## src/rtl/fetch_stage_pkg.sv

```systemverilog
// Shared constants and types for the instruction fetch stage.
package fetch_stage_pkg;

    localparam logic [31:0] RESET_PC_DEFAULT = 32'h0000_0000;
    localparam logic [31:0] NOP_WORD_DEFAULT = 32'h0000_0000;
    localparam logic [31:0] PC_INC           = 32'd4;
    localparam logic [15:0] STALL_CNT_MAX    = 16'hFFFF;

    localparam int unsigned RS_MSB  = 25;
    localparam int unsigned RS_LSB  = 21;
    localparam int unsigned RT_MSB  = 20;
    localparam int unsigned RT_LSB  = 16;
    localparam int unsigned RD_MSB  = 15;
    localparam int unsigned RD_LSB  = 11;
    localparam int unsigned IMM_MSB = 15;
    localparam int unsigned IMM_LSB = 0;

    typedef enum logic [1:0] {
        LATCH_LOAD   = 2'd0,
        LATCH_HOLD   = 2'd1,
        LATCH_BUBBLE = 2'd2
    } latch_ctrl_e;

endpackage

```

## src/rtl/fetch_stage_if_rf_latch.sv

```systemverilog
// IF/RF pipeline register set: load a fetched word, hold it, or replace it with a bubble.
module if_rf_latch
    import fetch_stage_pkg::*;
#(
    parameter logic [31:0] NOP_WORD = NOP_WORD_DEFAULT
) (
    input  logic        clk,
    input  logic        reset,
    input  logic [1:0]  ctrl,
    input  logic [31:0] instr_in,
    input  logic [31:0] pc_in,
    input  logic [31:0] pc_plus4_in,
    output logic [31:0] instr,
    output logic [31:0] pc,
    output logic [31:0] pc_plus4,
    output logic        valid
);

    logic [31:0] instr_q, instr_d;
    logic [31:0] pc_q, pc_d;
    logic [31:0] pc_plus4_q, pc_plus4_d;
    logic        valid_q, valid_d;

    always_comb begin
        instr_d    = instr_q;
        pc_d       = pc_q;
        pc_plus4_d = pc_plus4_q;
        valid_d    = valid_q;
        case (latch_ctrl_e'(ctrl))
            LATCH_LOAD: begin
                instr_d    = instr_in;
                pc_d       = pc_in;
                pc_plus4_d = pc_plus4_in;
                valid_d    = 1'b1;
            end
            LATCH_BUBBLE: begin
                instr_d    = NOP_WORD;
                pc_d       = 32'd0;
                pc_plus4_d = 32'd0;
                valid_d    = 1'b0;
            end
            default: ;
        endcase
    end

    always_ff @(posedge clk or posedge reset) begin
        if (reset) begin
            instr_q    <= NOP_WORD;
            pc_q       <= 32'd0;
            pc_plus4_q <= 32'd0;
            valid_q    <= 1'b0;
        end else begin
            instr_q    <= instr_d;
            pc_q       <= pc_d;
            pc_plus4_q <= pc_plus4_d;
            valid_q    <= valid_d;
        end
    end

    assign instr    = instr_q;
    assign pc       = pc_q;
    assign pc_plus4 = pc_plus4_q;
    assign valid    = valid_q;

endmodule

```

## src/rtl/fetch_stage.sv

```systemverilog
// Instruction fetch: PC sequencing with redirect/stall, IF/RF register, misalign flag and stall counter.
module fetch_stage
    import fetch_stage_pkg::*;
#(
    parameter logic [31:0] RESET_PC = RESET_PC_DEFAULT,
    parameter logic [31:0] NOP_WORD = NOP_WORD_DEFAULT
) (
    input  logic        clk,
    input  logic        reset,
    input  logic        stall,
    input  logic        flush,
    input  logic        redirect_valid,
    input  logic [31:0] redirect_target,
    output logic [31:0] imem_addr,
    input  logic [31:0] imem_data,
    output logic [31:0] if_instr,
    output logic [31:0] if_pc,
    output logic [31:0] if_pc_plus4,
    output logic        if_valid,
    output logic [4:0]  if_rs,
    output logic [4:0]  if_rt,
    output logic [4:0]  if_rd,
    output logic [15:0] if_imm,
    output logic        misalign_err,
    output logic [15:0] stall_count
);

    logic [31:0] pc_q, pc_d;
    logic [31:0] pc_plus4;
    logic        misalign_q, misalign_d;
    logic [15:0] stall_count_q, stall_count_d;
    latch_ctrl_e latch_ctrl;

    assign pc_plus4 = pc_q + PC_INC;

    always_comb begin
        pc_d          = pc_plus4;
        latch_ctrl    = LATCH_LOAD;
        misalign_d    = misalign_q;
        stall_count_d = stall_count_q;

        // Redirect wins over stall; the target is forced to word alignment.
        if (redirect_valid) begin
            pc_d = {redirect_target[31:2], 2'b00};
        end else if (stall) begin
            pc_d = pc_q;
        end

        if (flush || redirect_valid) begin
            latch_ctrl = LATCH_BUBBLE;
        end else if (stall) begin
            latch_ctrl = LATCH_HOLD;
        end

        if (redirect_valid && (redirect_target[1:0] != 2'b00)) begin
            misalign_d = 1'b1;
        end

        if (stall && (stall_count_q != STALL_CNT_MAX)) begin
            stall_count_d = stall_count_q + 16'd1;
        end
    end

    always_ff @(posedge clk or posedge reset) begin
        if (reset) begin
            pc_q          <= RESET_PC;
            misalign_q    <= 1'b0;
            stall_count_q <= 16'd0;
        end else begin
            pc_q          <= pc_d;
            misalign_q    <= misalign_d;
            stall_count_q <= stall_count_d;
        end
    end

    if_rf_latch #(
        .NOP_WORD (NOP_WORD)
    ) u_if_rf_latch (
        .clk         (clk),
        .reset       (reset),
        .ctrl        (latch_ctrl),
        .instr_in    (imem_data),
        .pc_in       (pc_q),
        .pc_plus4_in (pc_plus4),
        .instr       (if_instr),
        .pc          (if_pc),
        .pc_plus4    (if_pc_plus4),
        .valid       (if_valid)
    );

    assign imem_addr    = pc_q;
    assign if_rs        = if_instr[RS_MSB:RS_LSB];
    assign if_rt        = if_instr[RT_MSB:RT_LSB];
    assign if_rd        = if_instr[RD_MSB:RD_LSB];
    assign if_imm       = if_instr[IMM_MSB:IMM_LSB];
    assign misalign_err = misalign_q;
    assign stall_count  = stall_count_q;

endmodule

```

## config.mk

```make
export PLATFORM = sky130hd
export DESIGN_NAME = fetch_stage
export DESIGN_NICKNAME = d
export VERILOG_FILES = /design/src/rtl/fetch_stage_pkg.sv /design/src/rtl/fetch_stage_if_rf_latch.sv /design/src/rtl/fetch_stage.sv
export SDC_FILE = /design/constraint.sdc
export NUM_CORES = 1
export LEC_CHECK = 0
export CAP_MARGIN = 25
export CORE_MARGIN = 5
export CORE_UTILIZATION = 25
export CTS_CLUSTER_DIAMETER = 200
export DETAILED_ROUTE_END_ITERATION = 12
export GPL_TIMING_DRIVEN = 0
export PLACE_DENSITY = 0.61
export SYNTH_ARGS = -nofsm -noshare
export SYNTH_HDL_FRONTEND = slang
export SYNTH_SLANG_ARGS = --single-unit
```

## constraint.sdc

```tcl
create_clock -name clk -period 4.5 [get_ports clk]
set_input_delay 0.9 -clock clk [delete_from_list [all_inputs] [get_ports clk]]
set_output_delay 0.9 -clock clk [all_outputs]
set_load 0.02 [all_outputs]
```

==> results.yml <==
outcome:
  run_status: "complete, no violations"
sta:
  period_minus_slack_ns: 3.36
  rsz0062_at_grt: "no"
  setup_tns_ns: 0
  finalMaxSlewViolations: 0
  skew_ns: 0.0104
  fmax_mhz: 298
  hold_ws_ns: 0.476
  finalHoldViolCount: 0
  slew_headroom_pct: 47.2
  worstMarginPinSlew_ns: 0.792
  finalSetupViolations: 0
  min_period_over_period_pct: 74.7
floorplan:
  core_area_mm2: 0.0278
  die_h_um: 178
  io_pins: 246
  dieArea_mm2: 0.0316
  initial_core_util_pct: 25.3
  die_w_um: 178
  rows: 61
worst_setup_path:
  path_max_fanout: 10
  r2r_cells: 8
  r2r_start: "imem_addr[3]$_DFFE_PP0N_"
  crit_end: "u_if_rf_latch.pc[7]$_DFFE_PP0P_"
  worstSetupStartpointType: "input port"
  crit_path_end_kind: "register"
  critPathKind: "input port to register"
  arrival_ns: 3.63
  startpoint: "stall"
  required_ns: 4.77
  r2r_slack_ns: 1.97
  reg2reg_to: "u_if_rf_latch.pc_plus4[30]$_DFFE_PP0P_"
placed_design:
  port_buffers: 242
  gp_congestion: 0.832
  hpwlAfterDp_mm: 19.2
synth:
  synth_edf_count: 0
  synth_cell_types: 42
  syn_area_mm2: 0.00704
  async_flop_share_pct: 100
  synthFlopType: "dfrtp_1"
  synthCells: 706
  yosys_warnings: 0
  syn_area_per_cell_um2: 9.97
  ys_seq_elements: 141
  seq_area_frac_synth_pct: 50.1
cells_and_area:
  n_antenna_cell: 0
  nFillCells: 2843
  final_nets: 1042
  final_cell_mix: "clkdlybuf4s50_1, dfrtp_1, nor2_1"
  layout-drive-gt1-share_pct: 9.76
  area_growth_pct: 51.4
  final_common_cell: "clkdlybuf4s50_1"
route:
  wl_mm: 25.8
  drt_iter0_drc: 420
  dr.pass1.iters: 5
  vias: 6385
  antenna_left: 0
  drc: 0
  viasPerCell: 4.69
  post_drt_wl_per_cell_um: 18.9
global_route:
  gr-total-overflow: 0
  grt_antenna_before_repair: 1
  grt_usage_pct: 16.0
  grt_first_pass_wirelength_mm: 38.8
  grt_pass1_vias: 6404
  grt_max_degree: 41
run:
  maxCapViolCount: 0
clocking:
  cts-resized-gates: 0
  clk_latency_ns: 0.42
  clkSinkCount: 141
  cts_buffer_depth: 2
  cts_buffers: 17
  post_cts_buffers: 0
  cts.root.buffer_cell: "clkbuf_16"
  clk_pin_slew_ns: 0.07
  htreeDepth: 4
  cts_tree: "done"
  hold_buffers: 0
power:
  peakVddDrop_mv: 0.316
  cellLeakagePower_nw: 4.38
  p_per_area_mw_per_mm2: 357
  finalPower_mw: 3.81
hold_path:
  hp-class: "register to register"
worst max-delay path: stages:
cell and delay (ns):
clkdlybuf4s50_1 0.58, clkbuf_1 0.50, clkbuf_1 0.66, buf_1 0.67, mux2i_1 0.26, nor2_1 0.06
per-layer routing:
metal | up-vias | share of wire (%) | GRT usage [%]
li1 | 3020 | - | -
met1 | 3133 | 43 | 20.6
met2 | 203 | 49 | 26.4
met3 | 27 | 6.5 | 4.45
met4 | 2 | 1.3 | 4.48
met5 | - | 0.078 | 0
through the flow:
stage	setup slack, ns	instances	util [%]	area [um^2]
after CTS	1.06	1362	38.4	10700
after global routing	0.954	1362	38.4	10700
final	1.14	1362	38.4	10700
after detailed placement	0.627	1330	36.0	10000
after floorplan	1.84	707	-	7050
after global placement	0.369	1327	35.8	9940
layout make-up:
type / instances / area (um^2) / share of cell area [%]
buffer: 96 / 533 / 5.00
multi-input combinational: 464 / 2960 / 27.8
sequential: 141 / 3530 / 33.1
inverter: 6 / 26.3 / 0.247
tap: 378 / 473 / 4.44
clock buffer: 19 / 443 / 4.16
clock inverter: 13 / 213 / 2.00
timing repair buffer: 245 / 2480 / 23.3
where the power goes:
group          leakage [nW]  internal, mW  switching, mW
sequential             1.85          1.35         0.0963
clock                 0.310          1.00          0.598
combinational          2.22         0.352          0.401
total                  4.38          2.71           1.10
flip-flops by register name, indices dropped and copies added, names as in the netlist:
signal                  flops
misalign_err                1
u_if_rf_latch.pc           30
u_if_rf_latch.instr        32
imem_addr                  30
u_if_rf_latch.valid         1
stall_count                16
u_if_rf_latch.pc_plus4     31
cells in the mapped netlist (all sizes together), types with 3 or more instances:
| cell type | n | area (um^2) |
|---|---|---|
| nand3 | 12 | 65.1 |
| a31oi | 28 | 175 |
| and4 | 7 | 61.3 |
| nor3 | 8 | 40.0 |
| xor2 | 8 | 70.1 |
| clkbuf | 37 | 139 |
| nand2 | 42 | 158 |
| a21oi | 16 | 80.1 |
| mux2i | 59 | 591 |
| or4 | 29 | 225 |
| o2111ai | 3 | 26.3 |
| xnor2 | 29 | 254 |
| and3 | 6 | 37.5 |
| nor2 | 83 | 312 |
| or3 | 15 | 93.8 |
| o211ai | 8 | 60.1 |
| o21ai | 46 | 230 |
| buf | 59 | 394 |
| nor4 | 5 | 31.3 |
| dfrtp | 141 | 3530 |
| inv | 6 | 22.5 |
| a311oi | 3 | 26.3 |
| nand4 | 17 | 119 |
| nand2b | 4 | 25.0 |
| o31ai | 19 | 143 |
logic make-up (layout without fill, tap and decap cells):
group | count (synthesis) | after routing | share of synthesized area, %
buffers and inverters | 102 | 379 | 7.89
AND/OR/NAND/NOR | 236 | 236 | 17.4
adder cells (fa/ha/maj) | 2 | 2 | 0.355
AO/OA/AOI/OAI | 126 | 126 | 10.9
flip-flops | 141 | 141 | 50.1
multiplexers | 61 | 61 | 8.71
other | 1 | 2 | 0.0533
XOR/XNOR | 37 | 37 | 4.60
worst min path at each step:
stage | from | to | slack [ns] | cells after the start
after floorplan | misalign_err$_DFFE_PP0P_ | misalign_err$_DFFE_PP0P_ | 0.58 | 1
after global placement | misalign_err$_DFFE_PP0P_ | misalign_err$_DFFE_PP0P_ | 0.46 | 1
after detailed placement | misalign_err$_DFFE_PP0P_ | misalign_err$_DFFE_PP0P_ | 0.46 | 1
after CTS | misalign_err$_DFFE_PP0P_ | misalign_err$_DFFE_PP0P_ | 0.48 | 1
after global routing | u_if_rf_latch.valid$_DFFE_PP0P_ | u_if_rf_latch.valid$_DFFE_PP0P_ | 0.50 | 1
final | misalign_err$_DFFE_PP0P_ | misalign_err$_DFFE_PP0P_ | 0.48 | 1
No activity file was read; power rests on OpenSTA's default activity.
